[src/rtl/div_share_ctrl.sv]
// div_share_ctrl: round-robin arbiter that shares one sequential 32/16
// divider among NREQ requesters and returns tagged results on a single
// response channel with backpressure. Divide-by-zero is answered directly
// without starting the divider.
module div_share_ctrl #(
   parameter int NREQ       = 4,
   parameter int IDW        = 2,
   parameter int DIV_CYCLES = 33
) (
   input  logic                 clk,
   input  logic                 clear,
   input  logic [NREQ-1:0]      req_valid,
   input  logic [NREQ*32-1:0]   req_a,
   input  logic [NREQ*16-1:0]   req_b,
   output logic [NREQ-1:0]      req_ready,
   output logic                 rsp_valid,
   input  logic                 rsp_ready,
   output logic [IDW-1:0]       rsp_id,
   output logic [31:0]          rsp_q,
   output logic [15:0]          rsp_r,
   output logic                 rsp_dbz,
   output logic                 busy,
   output logic                 div_clear_n,
   output logic                 div_start,
   output logic [31:0]          div_a,
   output logic [15:0]          div_b,
   input  logic [31:0]          div_q,
   input  logic [15:0]          div_r
);

   localparam int CW = $clog2(DIV_CYCLES + 1);

   typedef enum logic [1:0] {IDLE, START, RUN, DONE} state_t;

   state_t         state, state_nxt;
   logic [IDW-1:0] rr_ptr;
   logic [IDW-1:0] grant_idx;
   logic [IDW-1:0] idx;
   logic           grant_hit;
   logic [CW-1:0]  cnt;
   logic [31:0]    a_arr [NREQ];
   logic [15:0]    b_arr [NREQ];

   for (genvar i = 0; i < NREQ; i++) begin : g_unpack
      assign a_arr[i] = req_a[32*i +: 32];
      assign b_arr[i] = req_b[16*i +: 16];
   end

   // Round-robin search: first valid requester starting at rr_ptr, wrapping modulo NREQ.
   always_comb begin
      grant_hit = 1'b0;
      grant_idx = '0;
      idx       = '0;
      for (int unsigned k = 0; k < NREQ; k++) begin
         idx = IDW'((32'(rr_ptr) + k) % NREQ);
         if (!grant_hit && req_valid[idx]) begin
            grant_hit = 1'b1;
            grant_idx = idx;
         end
      end
   end

   // State register.
   always_ff @(posedge clk) begin
      if (clear) state <= IDLE;
      else       state <= state_nxt;
   end

   // Next-state logic and accept strobe.
   always_comb begin
      state_nxt = state;
      req_ready = '0;
      unique case (state)
         IDLE: begin
            if (grant_hit) begin
               req_ready[grant_idx] = 1'b1;
               state_nxt = (b_arr[grant_idx] == '0) ? DONE : START;
            end
         end
         START:   state_nxt = RUN;
         RUN:     if (cnt == CW'(1)) state_nxt = DONE;
         DONE:    if (rsp_ready) state_nxt = IDLE;
         default: state_nxt = IDLE;
      endcase
   end

   // State-decoded status and divider control outputs.
   always_comb begin
      rsp_valid   = (state == DONE);
      busy        = (state != IDLE);
      div_start   = (state == START);
      div_clear_n = ~clear;
   end

   // Operand latch, iteration counter, response capture and pointer update.
   always_ff @(posedge clk) begin
      if (clear) begin
         rr_ptr  <= '0;
         cnt     <= '0;
         div_a   <= '0;
         div_b   <= '0;
         rsp_id  <= '0;
         rsp_q   <= '0;
         rsp_r   <= '0;
         rsp_dbz <= 1'b0;
      end else begin
         unique case (state)
            IDLE: begin
               if (grant_hit) begin
                  div_a  <= a_arr[grant_idx];
                  div_b  <= b_arr[grant_idx];
                  rsp_id <= grant_idx;
                  if (b_arr[grant_idx] == '0) begin
                     rsp_q   <= '1;
                     rsp_r   <= a_arr[grant_idx][15:0];
                     rsp_dbz <= 1'b1;
                  end
               end
            end
            START: cnt <= CW'(DIV_CYCLES);
            RUN: begin
               cnt <= cnt - 1'b1;
               if (cnt == CW'(1)) begin
                  rsp_q   <= div_q;
                  rsp_r   <= div_r;
                  rsp_dbz <= 1'b0;
               end
            end
            DONE: begin
               if (rsp_ready)
                  rr_ptr <= (rsp_id == IDW'(NREQ - 1)) ? '0 : rsp_id + IDW'(1);
            end
            default: ;
         endcase
      end
   end

endmodule

[config.mk]
export PLATFORM = sky130hd
export DESIGN_NAME = div_share_ctrl
export DESIGN_NICKNAME = d
export VERILOG_FILES = /design/src/rtl/div_share_ctrl.sv
export SDC_FILE = /design/constraint.sdc
export NUM_CORES = 1
export LEC_CHECK = 0
export CAP_MARGIN = 20
export CORE_ASPECT_RATIO = 1.25
export CORE_MARGIN = 5
export CORE_UTILIZATION = 36
export DETAILED_ROUTE_END_ITERATION = 8
export HOLD_SLACK_MARGIN = 0.08
export PLACE_DENSITY = 0.85
export SYNTH_ARGS = -nofsm -noshare
export SYNTH_HDL_FRONTEND = slang
export SYNTH_SLANG_ARGS = --single-unit
[constraint.sdc]
create_clock -name clk -period 3.35 [get_ports clk]
set_clock_uncertainty 0.15 [all_clocks]
set_input_delay 0.5025 -clock clk [delete_from_list [all_inputs] [get_ports clk]]
set_output_delay 0.5025 -clock clk [all_outputs]
set_load 0.05 [all_outputs]
Word level (Yosys, flattened, before mapping)
Cells that the tools add are included.

Register bits: 109. Input bits: 247. Output and inout bits: 107. Logic and storage cells: 93.

Add/sub/neg operators: 5. Order comparisons: 7. Eq/ne operators: 9. Muxes and demuxes: 45. Bitwise gates (word level): 2. Reductions and logical operators: 16.

Operators by type and width (count): 32-bit two-way mux (5); 16-bit two-way mux (5); 32-bit binary-select mux with 2-bit select (1); 32-bit case mux with 2 select lines (1); 16-bit binary-select mux with 2-bit select (1); 16-bit case mux with 2 select lines (1); 2-bit two-way mux (9); 16-bit logical NOT (1); 2-bit by 3-bit less-than comparator with 1-bit output, second input constant (5); 1-bit two-way mux (12); 6-bit case mux with 2 select lines (1); 1-bit binary-select mux with 2-bit select (4); 4-bit two-way mux (2); 2-bit case mux with 4 select lines (1); 2-bit == test, second input constant (3); 6-bit by 1-bit == test with 1-bit output, second input constant (1); 2-bit inequality test, second input constant (3); 2-bit nonzero test (3); 6-bit by 1-bit subtractor with 6-bit output, second input constant (1); 2-bit by 1-bit adder with 2-bit output, second input constant (2); 2-bit adder, second input constant (2); 1-bit logical AND (4); 2-bit AND reduction (2); 4-bit AND reduction (1); 11 further kinds (13).

Depth between registers and ports, before layout
Depth after elaboration: 20. Gate-level depth with buffers: 15.

Worst setup path after synthesis
No wires, ideal clock.

Path type: register -> register. Start: register state[0]. End: register rsp_q[0]. Setup time: 0.115 ns. Data arrival time: 3.269 ns. Required time: 3.085 ns. Path slack: -0.183 ns. Cell stages (with the launch flop): 13. Path buffers: 3. Period minus slack after synthesis: 3.533 ns. Path through: dfxtp_1 > inv_1 > ha_1 > clkbuf_1 > clkinv_1 > or4_1 > o311ai_1 > nand4_1 > or4_1 > buf_2 > a211o_4 > buf_6 > o21a_1.

Word-level cells in the longest chain between the ends: 3. Elaborated cells on any way between the ends: 8. Classes of those cells: 4 x eq/ne; 1 x mux; 3 x reduce/logical.

Ends and longest elaborated chain: start: declaration (line 35) `state_t state, state_nxt;`; start signal: assignment (line 66) `else state <= state_nxt;`; 2-bit == test or 2-bit logical NOT (tied branches) (line 107) `unique case (state)`; 2-bit inequality test (no line) or 2-bit nonzero test (tied branches); 4-bit AND reduction (no line); end signal: assignment (line 124) `rsp_q <= div_q;`; end: declaration (line 19) `output logic [31:0] rsp_q,`.

Parallel ways exist; a longest one is shown, timed or not. A chain may end at the register's enable or synchronous reset.

Worst setup path after layout
Start: input req_valid[0]. End: register rsp_q[13].

Word-level cells in the longest chain between the ends: 19. Elaborated cells on any way between the ends: 30. Classes of those cells: 2 x eq/ne; 19 x mux; 1 x bitwise; 8 x reduce/logical.

Ends and longest elaborated chain: start: declaration (line 12) `input logic [NREQ-1:0] req_valid,`; 1-bit binary-select mux with 2-bit select (line 56) `if (!grant_hit && req_valid[idx]) begin`; 1-bit two-way mux (implied by the code) (line 56); 1-bit two-way mux (line 56); 1-bit logical NOT (line 56); 1-bit logical AND (line 56); 1-bit two-way mux (line 56); 1-bit logical NOT (line 56); 1-bit logical AND (line 56); [... 2 more ...]; 1-bit logical AND (line 56); 2-bit two-way mux (line 56); 2-bit inverter with 3-bit output (implied by the code) (line 113) `if (b_arr[grant_idx] == '0) begin`; 16-bit binary-select mux with 2-bit select (line 113); 16-bit two-way mux (implied by the code) (2 in a row) (line 113); 16-bit logical NOT (line 113); 2-bit inequality test (no line); 4-bit AND reduction (no line) (*).

Mark *: on every way between the ends. The rest lies on a longest branch, timed or not. The select of a mux whose other input is x is not followed.

==> results.md <==
- Syn. warnings: 0
- Final-stage net count: 1478
- # IOs: 354
- Synthesized flop and latch total: 109
- Post-Synth Simple-Gate Area: 23.2%
- Worst setup SP type: input pin
- Grt ovf: 0
- Post-route ant nets: 0
- Hold_sp: div_a[19]
- Top_reg_cell synth: dfxtp_1
- Antenna Cells: 0
- RSZ-0062 raised after global routing: true
- Vias in the first global route: approximately 7600
- Largest family of logic cells by synthesized area: simple AND/OR/NAND/NOR gates
- Layout cells sized above 1: 11.9%
- Max_cap viols: 0
- Pwr Density: about 560 nW/um^2
- Adder-Cell Fraction of Synth Area: 1.34%
- Reg-to-Reg Start: rr_ptr[1]
- Final wirelength: between 20000 and 30000 um
- Avg Inst Size Synth: 7.61 um^2
- First-pass GRT wire length: 40300 um
- DR vias: 7727
- Synth Area in Compound Gates: 18.6%
- Max Buffers Root-to-Sink: 2
- Design Area, Final: 11100 um^2
- Post-Syn Nets: 1114
- Sequential standard cell area: 2190 um^2
- Max Fclk: about 300 MHz
- Worst Reg2Reg Path Length in Cells: 9
- CTS tree: built
- Syn-to-layout area delta: 69.5%
- Sink Count: 109
- Tmin final: roughly 3.4 ns
- Routed length per instance: 18.2 um
- Hold_buf cts: 0
- Failing checks: setup timing
- GRT Util Overall: 23.9%
- GPL Wtd Cong: 0.907
- Gate count after technology mapping: 860
- CP arrival: 3.47 ns
- Full die area: 21000 um^2
- Starting DRC count in detailed routing: approximately 580
- Hold path depth: 2
- Multi-input gate area: 4160 um^2
- Core ar.: 18000 um^2
- Largest net degree at the start of global routing: 66
- Relative slew slack: 53.5%
- Initial core utilization: 36.3%
- Final worst-path cycle share: 101%
- FF-to-FF End: rsp_q[13]
- Final hold vios: 0
- DR pass1 iterations: 5
- Async set-reset flop share out of synthesis: 0%
- Worst Setup Slack, final: -0.0224 ns
- Synth cell types: 44
- Die Y: around 160 um
- Peak VDD IR: 0.335 mV
- Later-pin clock latency in the skew report: ~0.35 ns
- Worst Hold End: div_a[19]
- Crit. End Element: flop
- H-tree levels: 3
- Synthesized area: 6550 um^2
- Setup TNS: -0.127 ns
- Reg2Reg Setup Slack: 0 ns
- Final core utilization: about three fifths
- Crit path kind: in -> reg
- XOR/XNOR Fraction of Synth Area: less than 1%
- Pleak: 0.00461 uW
- CTS root buf: clkbuf_16
- Worst-path clk slew: 0.08 ns
- WP data required: about 3.5 ns
- Worst-Margin Slew: 0.697 ns
- Sequential element share of the synthesized area: 33.3%
- Via density: 5.31
- Worst slack at placement: -0.815 ns
- DP HPWL: 19400 um
- Post-synth EDFFs: 0
- Final setup vio count: 11
- Layout fillers: 1531
- Port Buffers: 353
- Area after DPL: 10600 um^2
- Hold WC Path Type: reg -> reg
- Tot Pwr: around 6200 uW
- CP max FO: 8
- Rows: between 50 and 60
- DRC viols: 0
- Initial antenna violation count: 0
- Die W: 131 um
- Num CTS Buffers: 9
- Outcome: finished with violations
- Fin. max-slew vios: 0
- Mux share of post-synthesis cell area: around 17%
-- flip-flops by register name, indices dropped and copies added (netlist names) --
name     cells
cnt          6
div_b       16
rsp_dbz      1
rsp_r       16
state        2
rsp_q       32
rr_ptr       2
rsp_id       2
div_a       32
-- worst max path at each step --
stage / start / end
2_1_floorplan: req_valid[3] / rsp_q[0]
3_3_place_gp: req_valid[2] / rsp_q[21]
3_5_place_dp: req_valid[2] / rsp_q[13]
4_1_cts: req_valid[2] / rsp_q[13]
5_1_grt: rr_ptr[1] / rsp_q[8]
6_report: req_valid[0] / rsp_q[13]
-- area by class of cell --
class	count	area share, %
clock inverter	6	0.643
clock buffer	9	2.03
sequential	109	19.7
multi-input combinational	671	37.5
tap	228	2.57
timing repair buffer	423	37.2
inverter	10	0.383
-- metal layers --
metal	track usage (%)	wire length, um
met1	29.4	10300
met2	40.6	13100
met3	4.76	2200
met4	8.93	777
met5	0	0
-- placed cells by master (no fill, tap or decap), drive strengths merged, types with 27 or more instances in the layout --
cell           netlist  layout
clkdlybuf4s50        0     343
nand2              136     136
dfxtp              109     109
nor2                98      98
a21oi               90      90
mux2i               83      83
buf                 21      76
o21ai               52      52
nand3               50      50
o21a                33      33
mux2                27      27
-- logic make-up after synthesis --
logic type	count (synthesis)
buf+inv	84
fa+ha+maj	7
compound gates	205
flops	109
mux	110
xor+xnor	4
simple gates	341
-- through the flow --
step | hold slack (ns) | std cells
3_3_place_gp | 0.291 | 1425
2_1_floorplan | 0.336 | 860
5_1_grt | 0.327 | 1456
3_5_place_dp | 0.300 | 1425
6_report | 0.309 | 1456
4_1_cts | 0.310 | 1457
-- cells in the mapped netlist, types with 3 or more instances --
library cell  number  area share (%)
a21oi_1           90             6.9
a32oi_1           16             2.1
buf_1              8            0.46
buf_2              7            0.54
buf_6              6             1.0
clkbuf_1          53             3.0
dfxtp_1          109              33
ha_1               7             1.3
inv_1              8            0.46
mux2_2            27             4.6
mux2i_1           83              13
nand2_1          136             7.8
nand2b_1           3            0.29
nand3_1           50             3.8
nand4_1            4            0.38
nor2_1            98             5.6
nor2b_1           17             1.6
nor3_1             4            0.31
nor3b_1           17             1.9
nor4_1             3            0.29
o21a_1            33             3.8
o21ai_0           51             3.9
or4_1              4            0.46
-- critical path, stage by stage --
cell and delay (ns):
dlygate4sd2_1 0.27, mux2i_2 0.11, o21ai_2 0.17, nand2b_4 0.24
mux2i_1 0.29, mux2i_2 0.13, or4_4 0.58, or4_4 0.53
a211o_4 0.43, o21a_1 0.20
-- repair_timing --
| action | CTS | global route |
|---|---|---|
| resized for setup | 17 | 13 |
| buffers inserted | 13 | 0 |
| cloned | 4 | 0 |
| pin swaps | 5 | 6 |
| endpoints found under the setup margin | 50 | 51 |
-- where the power goes --
group          switching (uW)  internal (uW)  total (uW)
sequential                162           1550        1710
combinational            2090           1340        3440
clock                     503            583        1090
total                    2760           3470        6230
Power figures use the tool's default switching activity.
